## src/rtl/bg_fetch_pkg.sv

```systemverilog
// Shared types and default geometry for the background line fetcher.
// The optional BG_FETCH_TILE_EN build never enters CLEAR.
package bg_fetch_pkg;

    localparam int DEF_IMG_W   = 128;
    localparam int DEF_IMG_H   = 128;
    localparam int DEF_ADDR_W  = 15;
    localparam int DEF_X_SHIFT = 2;
    localparam int DEF_Y_SHIFT = 2;
    localparam int COL_W       = $clog2(DEF_IMG_W);

    typedef enum logic [1:0] {
        IDLE,
        FETCH,
        DRAIN,
        CLEAR
    } state_t;

endpackage

```

## src/rtl/bg_line_buffer.sv

```systemverilog
// Two-bank single-bit line buffer: front bank read for display,
// back bank written by the fetcher or cleared in one cycle.
module bg_line_buffer #(
    parameter int W  = 128,
    parameter int CW = $clog2(W)
) (
    input  logic          Clk,
    input  logic          Reset_n,
    input  logic          swap,
    input  logic          we,
    input  logic [CW-1:0] wr_idx,
    input  logic          wr_bit,
    input  logic          clr,
    input  logic          rd_en,
    input  logic [CW-1:0] rd_idx,
    output logic          rd_bit
);

    logic [W-1:0] bank0;
    logic [W-1:0] bank1;
    logic         sel;

    // sel names the front bank; the other bank is the write target
    always_ff @(posedge Clk or negedge Reset_n) begin
        if (!Reset_n) begin
            bank0  <= '0;
            bank1  <= '0;
            sel    <= 1'b0;
            rd_bit <= 1'b0;
        end else begin
            if (swap)
                sel <= ~sel;
            if (we) begin
                if (sel)
                    bank0[wr_idx] <= wr_bit;
                else
                    bank1[wr_idx] <= wr_bit;
            end
            if (clr) begin
                if (sel)
                    bank0 <= '0;
                else
                    bank1 <= '0;
            end
            rd_bit <= rd_en & (sel ? bank1[rd_idx] : bank0[rd_idx]);
        end
    end

endmodule

```

## src/rtl/background_line_fetch.sv

```systemverilog
// Prefetches one scaled bitmap row per display line into a ping-pong buffer.
// Define BG_FETCH_TILE_EN to wrap rows and columns so the image tiles.
module background_line_fetch
    import bg_fetch_pkg::*;
#(
    parameter int IMG_W   = DEF_IMG_W,
    parameter int IMG_H   = DEF_IMG_H,
    parameter int ADDR_W  = DEF_ADDR_W,
    parameter int X_SHIFT = DEF_X_SHIFT,
    parameter int Y_SHIFT = DEF_Y_SHIFT
) (
    input  logic              Clk,
    input  logic              Reset_n,
    input  logic              line_start,
    input  logic [9:0]        fetch_y,
    input  logic [9:0]        DrawX,
    output logic [ADDR_W-1:0] rom_addr,
    input  logic              rom_data,
    output logic              pixel_on,
    output logic              fetch_busy,
    output logic              overrun
);

    localparam int CW = $clog2(IMG_W);
    localparam int RW = (IMG_H > 1) ? $clog2(IMG_H) : 1;

    state_t        state_q, state_d;
    logic [RW-1:0] row_q, row_d;
    logic [CW-1:0] col_q, col_d;
    logic [CW-1:0] wcol_q;
    logic          vld_q;
    logic          clr;
    logic          rd_en;
    logic [9:0]    r_full;
    logic [9:0]    dcol;
    logic [RW-1:0] r_row;

    assign r_full = fetch_y >> Y_SHIFT;
    assign dcol   = DrawX >> X_SHIFT;

`ifdef BG_FETCH_TILE_EN
    assign r_row = RW'(32'(r_full) % IMG_H);
    assign rd_en = 1'b1;
`else
    logic r_ok;
    assign r_ok  = 32'(r_full) < IMG_H;
    assign r_row = RW'(r_full);
    assign rd_en = 32'(dcol) < IMG_W;
`endif

    always_comb begin
        state_d = state_q;
        row_d   = row_q;
        col_d   = col_q;
        clr     = 1'b0;
        if (line_start) begin
            col_d = '0;
`ifdef BG_FETCH_TILE_EN
            row_d   = r_row;
            state_d = FETCH;
`else
            if (r_ok) begin
                row_d   = r_row;
                state_d = FETCH;
            end else begin
                state_d = CLEAR;
            end
`endif
        end else begin
            unique case (state_q)
                FETCH: begin
                    col_d = col_q + 1'b1;
                    if (col_q == CW'(IMG_W - 1))
                        state_d = DRAIN;
                end
                DRAIN: state_d = IDLE;
`ifndef BG_FETCH_TILE_EN
                CLEAR: begin
                    clr     = 1'b1;
                    state_d = IDLE;
                end
`endif
                default: state_d = state_q;
            endcase
        end
    end

    // a restart drops the write of the abandoned row's last issued read
    always_ff @(posedge Clk or negedge Reset_n) begin
        if (!Reset_n) begin
            state_q <= IDLE;
            row_q   <= '0;
            col_q   <= '0;
            wcol_q  <= '0;
            vld_q   <= 1'b0;
            overrun <= 1'b0;
        end else begin
            state_q <= state_d;
            row_q   <= row_d;
            col_q   <= col_d;
            wcol_q  <= col_q;
            vld_q   <= (state_q == FETCH) && !line_start;
            if (line_start && state_q != IDLE)
                overrun <= 1'b1;
        end
    end

    assign rom_addr   = ADDR_W'({row_q, col_q});
    assign fetch_busy = state_q != IDLE;

    bg_line_buffer #(
        .W  (IMG_W),
        .CW (CW)
    ) u_buf (
        .Clk     (Clk),
        .Reset_n (Reset_n),
        .swap    (line_start),
        .we      (vld_q),
        .wr_idx  (wcol_q),
        .wr_bit  (rom_data),
        .clr     (clr),
        .rd_en   (rd_en),
        .rd_idx  (dcol[CW-1:0]),
        .rd_bit  (pixel_on)
    );

endmodule

```

## config.mk

```make
export PLATFORM = sky130hd
export DESIGN_NAME = background_line_fetch
export DESIGN_NICKNAME = d
export VERILOG_FILES = /design/src/rtl/bg_fetch_pkg.sv /design/src/rtl/bg_line_buffer.sv /design/src/rtl/background_line_fetch.sv
export SDC_FILE = /design/constraint.sdc
export NUM_CORES = 1
export LEC_CHECK = 0
export ABC_AREA = 1
export ABC_CLOCK_PERIOD_IN_PS = 5800
export BUFFER_PORTS_ARGS = -buffer_cell sky130_fd_sc_hd__buf_2
export CAP_MARGIN = 15
export CORE_ASPECT_RATIO = 0.75
export CORE_UTILIZATION = 45
export DETAILED_ROUTE_END_ITERATION = 16
export HOLD_SLACK_MARGIN = 0.05
export PLACE_DENSITY = 0.72
export SYNTH_ARGS = -nofsm -noshare
export SYNTH_HDL_FRONTEND = slang
export SYNTH_HIERARCHICAL = 1
export SYNTH_SLANG_ARGS = --single-unit
```

## constraint.sdc

```tcl
create_clock -name Clk -period 5.8 [get_ports Clk]
set_input_delay 0.87 -clock Clk [delete_from_list [all_inputs] [get_ports Clk]]
set_output_delay 0.87 -clock Clk [all_outputs]
set_load 0.02 [all_outputs]
```

Word level (Yosys, flattened, before mapping)
Index checks and enable logic that the tools add are counted.

operators by class
  add/sub/neg operators = 1
  $mul = 0
  divide/modulo/power cells = 0
  $lt $le $gt $ge = 5
  eq/ne operators = 5
  shifts and indexed selects = 0
  multiplexer cells = 25
  bitwise logic cells = 2
  reduce and logical (&&, ||, !) cells = 10

operators by type and width
  operator                                             number
  2-to-1 mux 128 bit                                   8
  bitwise mux 128 bit                                  2
  < comparator 7 x 8 -> 1 bit, second input constant   2
  < comparator 8 bit, second input constant            2
  binary-select mux 1 bit (select 7 bit)               2
  2-to-1 mux 7 bit                                     2
  adder 7 x 1 -> 7 bit, second input constant          1
  demux 1 bit (select 7 bit)                           1
  == test 7 bit, second input constant                 1
  >= comparator 7 x 1 -> 1 bit, second input constant  1
  2-to-1 mux 1 bit                                     6
  2-to-1 mux 2 bit                                     3
  == test 2 bit, second input constant                 2
  case mux 2 bit (2 select lines)                      1
  AND reduction 2 bit                                  2
  nonzero test 2 bit                                   2
  logical AND 1 bit                                    3
  inequality test 3 bit, second input constant         1
  nonzero test 3 bit                                   1
  == test 2 x 1 -> 1 bit, second input constant        1
  OR reduction 2 bit                                   1
  bitwise AND 1 bit                                    1
  zero test 1 bit                                      1
  NOT 1 bit                                            1

storage, ports and cells
  register bits = 283
  latch bits = 0
  RAM bits = 0
  memory bits (read-only) = 0
  bits of input ports = 24
  output and inout port bits = 18
  word-level logic and storage cells = 58
  memories kept = 0

Depth between registers and ports, before layout
Gate-level depths: netlist of run 1.

  depth after elaboration = 9
  depth in mapped cells = 13
  gate-level depth less buffers = 11

By module
Netlist of run 1, hierarchy kept.

by module, submodules not included
  module                 instances  cells each  area each (µm²)  sequential area each (µm²)
  bg_line_buffer         1          1811        13616.8          6456.2
  background_line_fetch  1          107         1038.5           625.6

Least setup slack after synthesis of run 1
No wires, ideal clock.

  path kind = input -> register
  from = in line_start
  to = reg with a tool-made name
  library setup time = 0.133 ns
  data arrival time = 2.248 ns
  data required time = 5.667 ns
  setup slack = 3.419 ns
  stages = 6
  buffers on the path = 2
  path through = nor3_1 clkbuf_1 buf_1 nor2_1 o21ai_0 o21ai_0

RTL lines
  element      line                         source
  from (decl)  background_line_fetch.sv:14  input logic line_start,

==> metrics.md, run 1 <==
| Metric | Value |
|---|---|
| Initial antenna violation count | `2` |
| Maxcap violations | `0` |
| P_leak | `between 6 and 7 nW` |
| Final wirelength | `about 45000 um` |
| Area growth from synthesis to layout | `9.024%` |
| Vias in the first global route | `between 10000 and 15000` |
| Initial Utilization | `0.4627` |
| Register area | `7082 um^2` |
| Largest net degree at the start of global routing | `~130` |
| CP Launch Type | `primary input` |
| Resized cells post-CTS | `0` |
| Synthesis Warnings | `6` |
| Fill cells | `roughly 3000` |
| Reg power frac | `0.444` |
| Num Clock Sinks | `about 280` |
| Clock Path Buffers | `3` |
| R2R Path Start | `state_q[0]` |
| Largest delay contributor family on the critical path | `buffers and inverters` |
| Critical-path top delay cell | `buf_4` |
| DRT Pass-1 Iters | `6` |
| I/O Buffers | `36` |
| Peak VDD IR | `~0.21 mV` |
| Routed vias/inst | `about 6` |
| Tot Pwr | `~4.7 mW` |
| Skew final | `between 0.015 and 0.02 ns` |
| Gpl congestion | `roughly 0.87` |
| Critical path peak fanout | `approximately 80` |
| Tmin final | `3.214 ns` |
| WP buf/inv | `4` |
| CTS buffer count | `29` |
| Hold-fix buffers, CTS | `0` |
| Detailed placer's ending HPWL | `between 20000 and 25000 um` |
| CTS H-tree lvls | `1` |
| Hold/Removal Path Class | `in2async` |
| EDFF count, synth | `0` |
| Max Freq | `~310 MHz` |
| Crit-path cells | `buf_2 -> nor3_2 -> buf_4 -> nor3_2 -> inv_2 -> buf_12 -> o21ai_0` |
| Die Span X | `210.4 um` |
| Setup violations, final | `0` |
| RSZ-0062 raised after global routing | `no` |
| Share of layout cells above drive strength 1 | `0.07423` |
| Pint | `~3.2 mW` |
| CP Launch Point | `line_start` |
| Number of I/O pins | `42` |
| Part of the Yosys area used for sequential elements | `0.4832` |
| Clk pwr share | `0.415` |
| Die area | `between 30000 and 40000 um^2` |
| Synth area leaders | `dfrtp_1 (48%), o21ai_0 (16%), nand3_1 (12%)` |
| Total negative slack | `0 ns` |
| CP Class | `in2reg` |
| Sw power | `1.405 mW` |
| Met1 WL | `roughly 19000 um` |
| CP arrival | `3.65 ns` |
| Met3 routed WL | `4595 um` |
| Slew headroom | `0.1591` |
| Avg Inst Size Synth | `about 7.6 um^2` |
| Synth area leader | `dfrtp_1` |
| Clk_lat worst skew | `0.59 ns` |
| Vias | `around 14000` |
| Crit. End Element | `register` |
| Power density cells | `around 290 nW/um^2` |
| First-pass GRT wire length | `around 73000 um` |
| Hold Fails Final Rpt | `0` |
| Core Footprint | `between 30000 and 40000 um^2` |
| CP required | `just over 6 ns` |
| Top cell type's share of synthesized area | `0.4832` |
| Met2 WL post-DR | `between 15000 and 20000 um` |
| Syn Inst Count | `approximately 1900` |
| Post-CTS Setup Repair Bufs | `0` |
| TritonCTS clock tree | `built` |
| Status | `finished clean` |
| Critical path's most frequent cell | `nor3_2` |
| Syn Nets | `approximately 1900` |
| DR iter-0 viols | `between 1500 and 2000` |
| Clock slew at reported path FFs | `around 0.070 ns` |
| Multi-input logic area | `about 6700 um^2` |
| Logic pwr share | `0.141` |
| Routed length per instance | `about 20 um` |
| Sw frac | `0.3019` |
| All-Layer GR Usage | `0.2740` |
| Drt drc | `0` |
| Die H | `between 150 and 200 um` |
| Max Slew Vio Count | `0` |
| #FFs+latches synth | `approximately 280` |
| Uppermost layer routed | `met4` |
| Antenna-violating nets left | `0` |
| Max incr delay on CP | `between 0.7 and 0.8 ns` |
| Post-synth top cells | `o21ai_0 (482), nand3_1 (362), nand2_1 (335)` |
| Fraction of registers with async set or reset after synthesis | `1.000` |
| Site Rows | `56` |
| Post-synthesis cell area | `14660 um^2` |
| Top FF cell, synth | `dfrtp_1` |
| NumNets Final | `roughly 1900` |
| Total grt overflow | `0` |
| Least-Margin Pin Slew | `1.257 ns` |
| Unique masters post-synth | `27` |
| Period utilization | `0.5541` |
| Root Buffer | `clkbuf_16` |
| Dominant cell by count in the synthesized netlist | `o21ai_0` |
stage by stage:
stage	utilization	hold slack (ns)	instances	instance area, um^2	worst slack (ns)
after global placement	0.4735	0.4335	2240	14990	2.044
after floorplan	-	0.4645	1918	14660	3.419
after CTS	0.5041	0.3373	2293	15970	2.639
after global routing	0.5044	0.3558	2295	15980	2.430
final	0.5045	0.3088	2296	15980	2.586
after detailed placement	0.4735	0.4465	2240	14990	2.040
power groups by stage:
stage / combinational, mW / sequential, mW / clock [mW]
detailed placement: 0.638 / 2.10 / 0
finish: 0.656 / 2.07 / 1.93
floorplan: 0.374 / 2.10 / 0
global placement: 0.630 / 2.10 / 0
global route: 0.703 / 2.07 / 2.04
CTS: 0.639 / 2.07 / 1.95
placed cells by master (no fill, tap or decap), types with 3 or more instances in the layout:
cell type	instances
o21ai_2	7
nor2_1	39
o21ai_1	22
inv_1	48
nor3_1	9
a21oi_1	125
nand2_2	3
nand3_1	362
buf_12	5
nor3_2	9
buf_4	23
buf_2	33
bufinv_16	3
clkbuf_16	29
dfrtp_1	283
nor4_1	3
clkbuf_8	3
inv_2	3
clkbuf_1	5
clkinv_2	11
nand2_1	335
o21ai_0	482
cells by family after synthesis:
kind of cell    Yosys count  synth area share
simple gates            763            0.2306
compound gates          641            0.2212
flops                   283            0.4832
buf+inv                 228           0.06326
xor+xnor                  1         0.0005977
fa+ha+maj                 1         0.0008536
other cells               1         0.0002559
metal layers:
| metal | vias to the layer above | GRT usage |
|---|---|---|
| li1 | 6476 | - |
| met1 | 6830 | 0.3872 |
| met2 | 743 | 0.4284 |
| met3 | 101 | 0.04970 |
| met4 | 0 | 0.08627 |
| met5 | - | 0 |
cell type report:
type | instances | share of cell area
Clock buffer | 37 | 0.04918
Timing Repair Buffer | 62 | 0.02835
Sequential cell | 283 | 0.4432
Tap cell | 435 | 0.03406
Antenna cell | 2 | 0.0003132
Multi-Input combinational cell | 1407 | 0.4204
Inverter | 54 | 0.01292
Clock inverter | 16 | 0.01159
final timing paths:
path,to,slack [ns],cells past startpoint
max,register,2.59,7
min,async pin,0.31,1
max reg2reg,register,2.63,7
min reg2reg,overrun,0.45,1
max in group asynchronous,async pin,4.17,2
min in group Clk,overrun,0.45,1
No activity file was read; power rests on OpenSTA's default activity.
==> run 2, diff against run 1 <==
--- a/config.mk
+++ b/config.mk
@@ -6,7 +6,7 @@
 export NUM_CORES = 1
 export LEC_CHECK = 0
 export ABC_AREA = 1
-export ABC_CLOCK_PERIOD_IN_PS = 5800
+export ABC_CLOCK_PERIOD_IN_PS = 3100
 export BUFFER_PORTS_ARGS = -buffer_cell sky130_fd_sc_hd__buf_2
 export CAP_MARGIN = 15
 export CORE_ASPECT_RATIO = 0.75
==> constraint.sdc (replaced) <==
create_clock -name Clk -period 3.1 [get_ports Clk]
set_input_delay 0.465 -clock Clk [delete_from_list [all_inputs] [get_ports Clk]]
set_output_delay 0.465 -clock Clk [all_outputs]
set_load 0.02 [all_outputs]
==> run 2 against run 1 <==
Critical path type is now reg2reg. Sequential power grew 86%. Critical path depth shrank 1. Clock skew grew 0.015 ns. Largest power group unchanged. Via count grew 1.9%. Register-to-register slack lost 1.9 ns. Die area is the same.
==> metrics.md, run 2 (same netlist as run 1, synthesis figures left out) <==
| Metric | Value |
|---|---|
| Status | `finished clean` |
| P_leak | `6.833 nW (+3.4%)` |
| Antenna-violating nets left | `0 (unchanged)` |
| Fin cells | `2327 (+1.4%)` |
| Power density cells | `542.1 nW/um^2 (+86%)` |
| Least-Margin Pin Slew | `0.8768 ns (-0.3799 ns)` |
| CTS buffer count | `28 (-3.4%)` |
| Critical-path top delay cell | `nor3_2` |
| Max Slew Vio Count | `0 (unchanged)` |
| Most common cell after layout, fill and taps aside | `o21ai_0` |
| Final instance area | `16390 um^2 (+2.6%)` |
| Total negative slack | `0 ns (unchanged)` |
| Total grt overflow | `0 (unchanged)` |
| Die Span X | `210.4 um (unchanged)` |
| Clock Path Buffers | `3 (unchanged)` |
| Die H | `158.3 um (unchanged)` |
| RSZ-0062 raised after global routing | `no` |
| Final core utilization | `0.5174 (+0.01288)` |
| CP Launch Type | `register` |
| First-pass GRT wire length | `73930 um (+1.7%)` |
| Final worst setup slack | `0.7350 ns (-1.851 ns)` |
| CTS H-tree lvls | `1 (unchanged)` |
| Core Footprint | `31670 um^2 (unchanged)` |
| Vias in the first global route | `13890 (+3.2%)` |
| CP arrival | `2.83 ns (-0.82 ns)` |
| Routed length per instance | `19.73 um (about the same)` |
| Tmin final | `between 2 and 2.5 ns` |
| Fill cells | `3022 (-1.3%)` |
| Initial antenna violation count | `2 (unchanged)` |
| Critical path's most frequent cell | `nor3_2` |
| Die area | `33300 um^2 (unchanged)` |
| Final wirelength | `45910 um (+1.4%)` |
| Num Clock Sinks | `283 (unchanged)` |
| Crit. End Element | `register` |
| Slew headroom | `0.4148 (+0.2557)` |
| Skew final | `0.03427 ns (+0.01550 ns)` |
| Post-placement cell count | `2272 (+1.4%)` |
| NumNets Final | `1893 (+1.7%)` |
| Clk_lat worst skew | `0.58 ns (about the same)` |
| Drt drc | `0 (unchanged)` |
| Hold/Removal Path Class | `in2reg` |
| Crit-path cells | `inv_1 -> nor3_2 -> nor3_2 -> clkinv_2 -> buf_12 -> o21ai_0` |
| Initial Utilization | `0.4627 (unchanged)` |
| Placed cell areas | `15360 um^2 (+2.4%)` |
| Max incr delay on CP | `0.57 ns (-0.18 ns)` |
| Place WS | `0.5780 ns (-1.462 ns)` |
| Setup violations, final | `0 (unchanged)` |
| Number of I/O pins | `42 (unchanged)` |
| Max Freq | `422.8 MHz` |
| Critical path peak fanout | `53 (-32%)` |
| Hold Fails Final Rpt | `0 (unchanged)` |
| Gpl congestion | `0.8889 (+2.7%)` |
| I/O Buffers | `36 (unchanged)` |
| All-Layer GR Usage | `0.2779 (+0.003940)` |
| Share of layout cells above drive strength 1 | `0.09048 (+0.01624)` |
| Largest delay contributor family on the critical path | `buffers and inverters` |
| Hold WS | `0.1313 ns (-0.1775 ns)` |
| Largest net degree at the start of global routing | `101 (-23%)` |
| Clock slew at reported path FFs | `0.07 ns (about the same)` |
| Tot Pwr | `8.883 mW (+91%)` |
| CP Class | `reg2reg` |
| Post-CTS Setup Repair Bufs | `0 (unchanged)` |
| Site Rows | `56 (unchanged)` |
| Area growth from synthesis to layout | `11.81%` |
| Maxcap violations | `0 (unchanged)` |
| Detailed placer's ending HPWL | `25800 um (+4.7%)` |
| Most frequent cells in the layout | `o21ai_0 (482), nand3_1 (362), nand2_1 (335), dfrtp_1 (283), a21oi_1 (125)` |
| CP required | `3.57 ns (-2.66 ns)` |
| TritonCTS clock tree | `built` |
| DR iter-0 viols | `1944 (+21%)` |
| Vias | `14420 (+1.9%)` |
| Routed vias/inst | `6.195 (+0.52%)` |
| Root Buffer | `clkbuf_16` |
| Period utilization | `0.7629` |
| DRT Pass-1 Iters | `7 (+1)` |
| WP buf/inv | `3 (-1)` |
| Peak VDD IR | `0.3975 mV (+91%)` |
==> run 2: changes by cell type in the layout (fill, tap and decap cells not counted), moves of 2 or more <==
cell and delta:
buf_4 +21, buf_12 +10, clkbuf_1 -3, clkbuf_8 +3
bufinv_16 +2
==> run 2: layout make-up <==
cell class	count	area, um^2	share of cell area
multi-input cells	1407	6716	0.4099
repair buffers	94	820.8	0.05009
clock buffers	36	790.8	0.04826
flip-flops and latches	283	7082	0.4322
well taps	435	544.3	0.03322
clock inverters	16	220.2	0.01344
diodes	2	5.005	0.0003054
inverters	54	206.4	0.01260
==> run 2: worst paths after layout <==
check	start	to	slack, ns	cells after the start
setup / recovery	state_q[0]	register	0.73	6
hold / removal	fetch_y[8]	row_q[6]	0.13	3
setup reg to reg	state_q[0]	register	0.73	6
hold reg to reg	overrun	overrun	0.45	1
max in group asynchronous	Reset_n	row_q[4]	1.79	3
min in group asynchronous	Reset_n	async pin	0.48	2
==> run 2: where the power goes <==
part / internal, mW / total (mW) / switching (mW) / leakage [nW]
logic: 0.282 / 1.30 / 1.02 / 2.41
registers: 3.79 / 3.85 / 0.0612 / 3.91
clock network: 2.22 / 3.73 / 1.51 / 0.507
==> run 2: what timing repair did <==
action	CTS	global route
resized for setup	0	0
hold endpoints to repair	64	0
hold buffers	1	0
==> run 2: worst register-to-register path, cell delays in order, from the launching register on <==
cell,delay [ns]
dfrtp_1,0.38
inv_1,0.08
nor3_2,0.07
nor3_2,0.57
clkinv_2,0.49
buf_12,0.35
o21ai_0,0.32
==> run 2: routing by layer <==
layer | routed length [um] | up-vias | global-route usage
met5 | 0 | - | 0
met4 | 1655 | 0 | 0.1094
met3 | 4603 | 128 | 0.04320
met1 | 19160 | 6910 | 0.3803
li1 | - | 6556 | -
met2 | 20490 | 821 | 0.4456
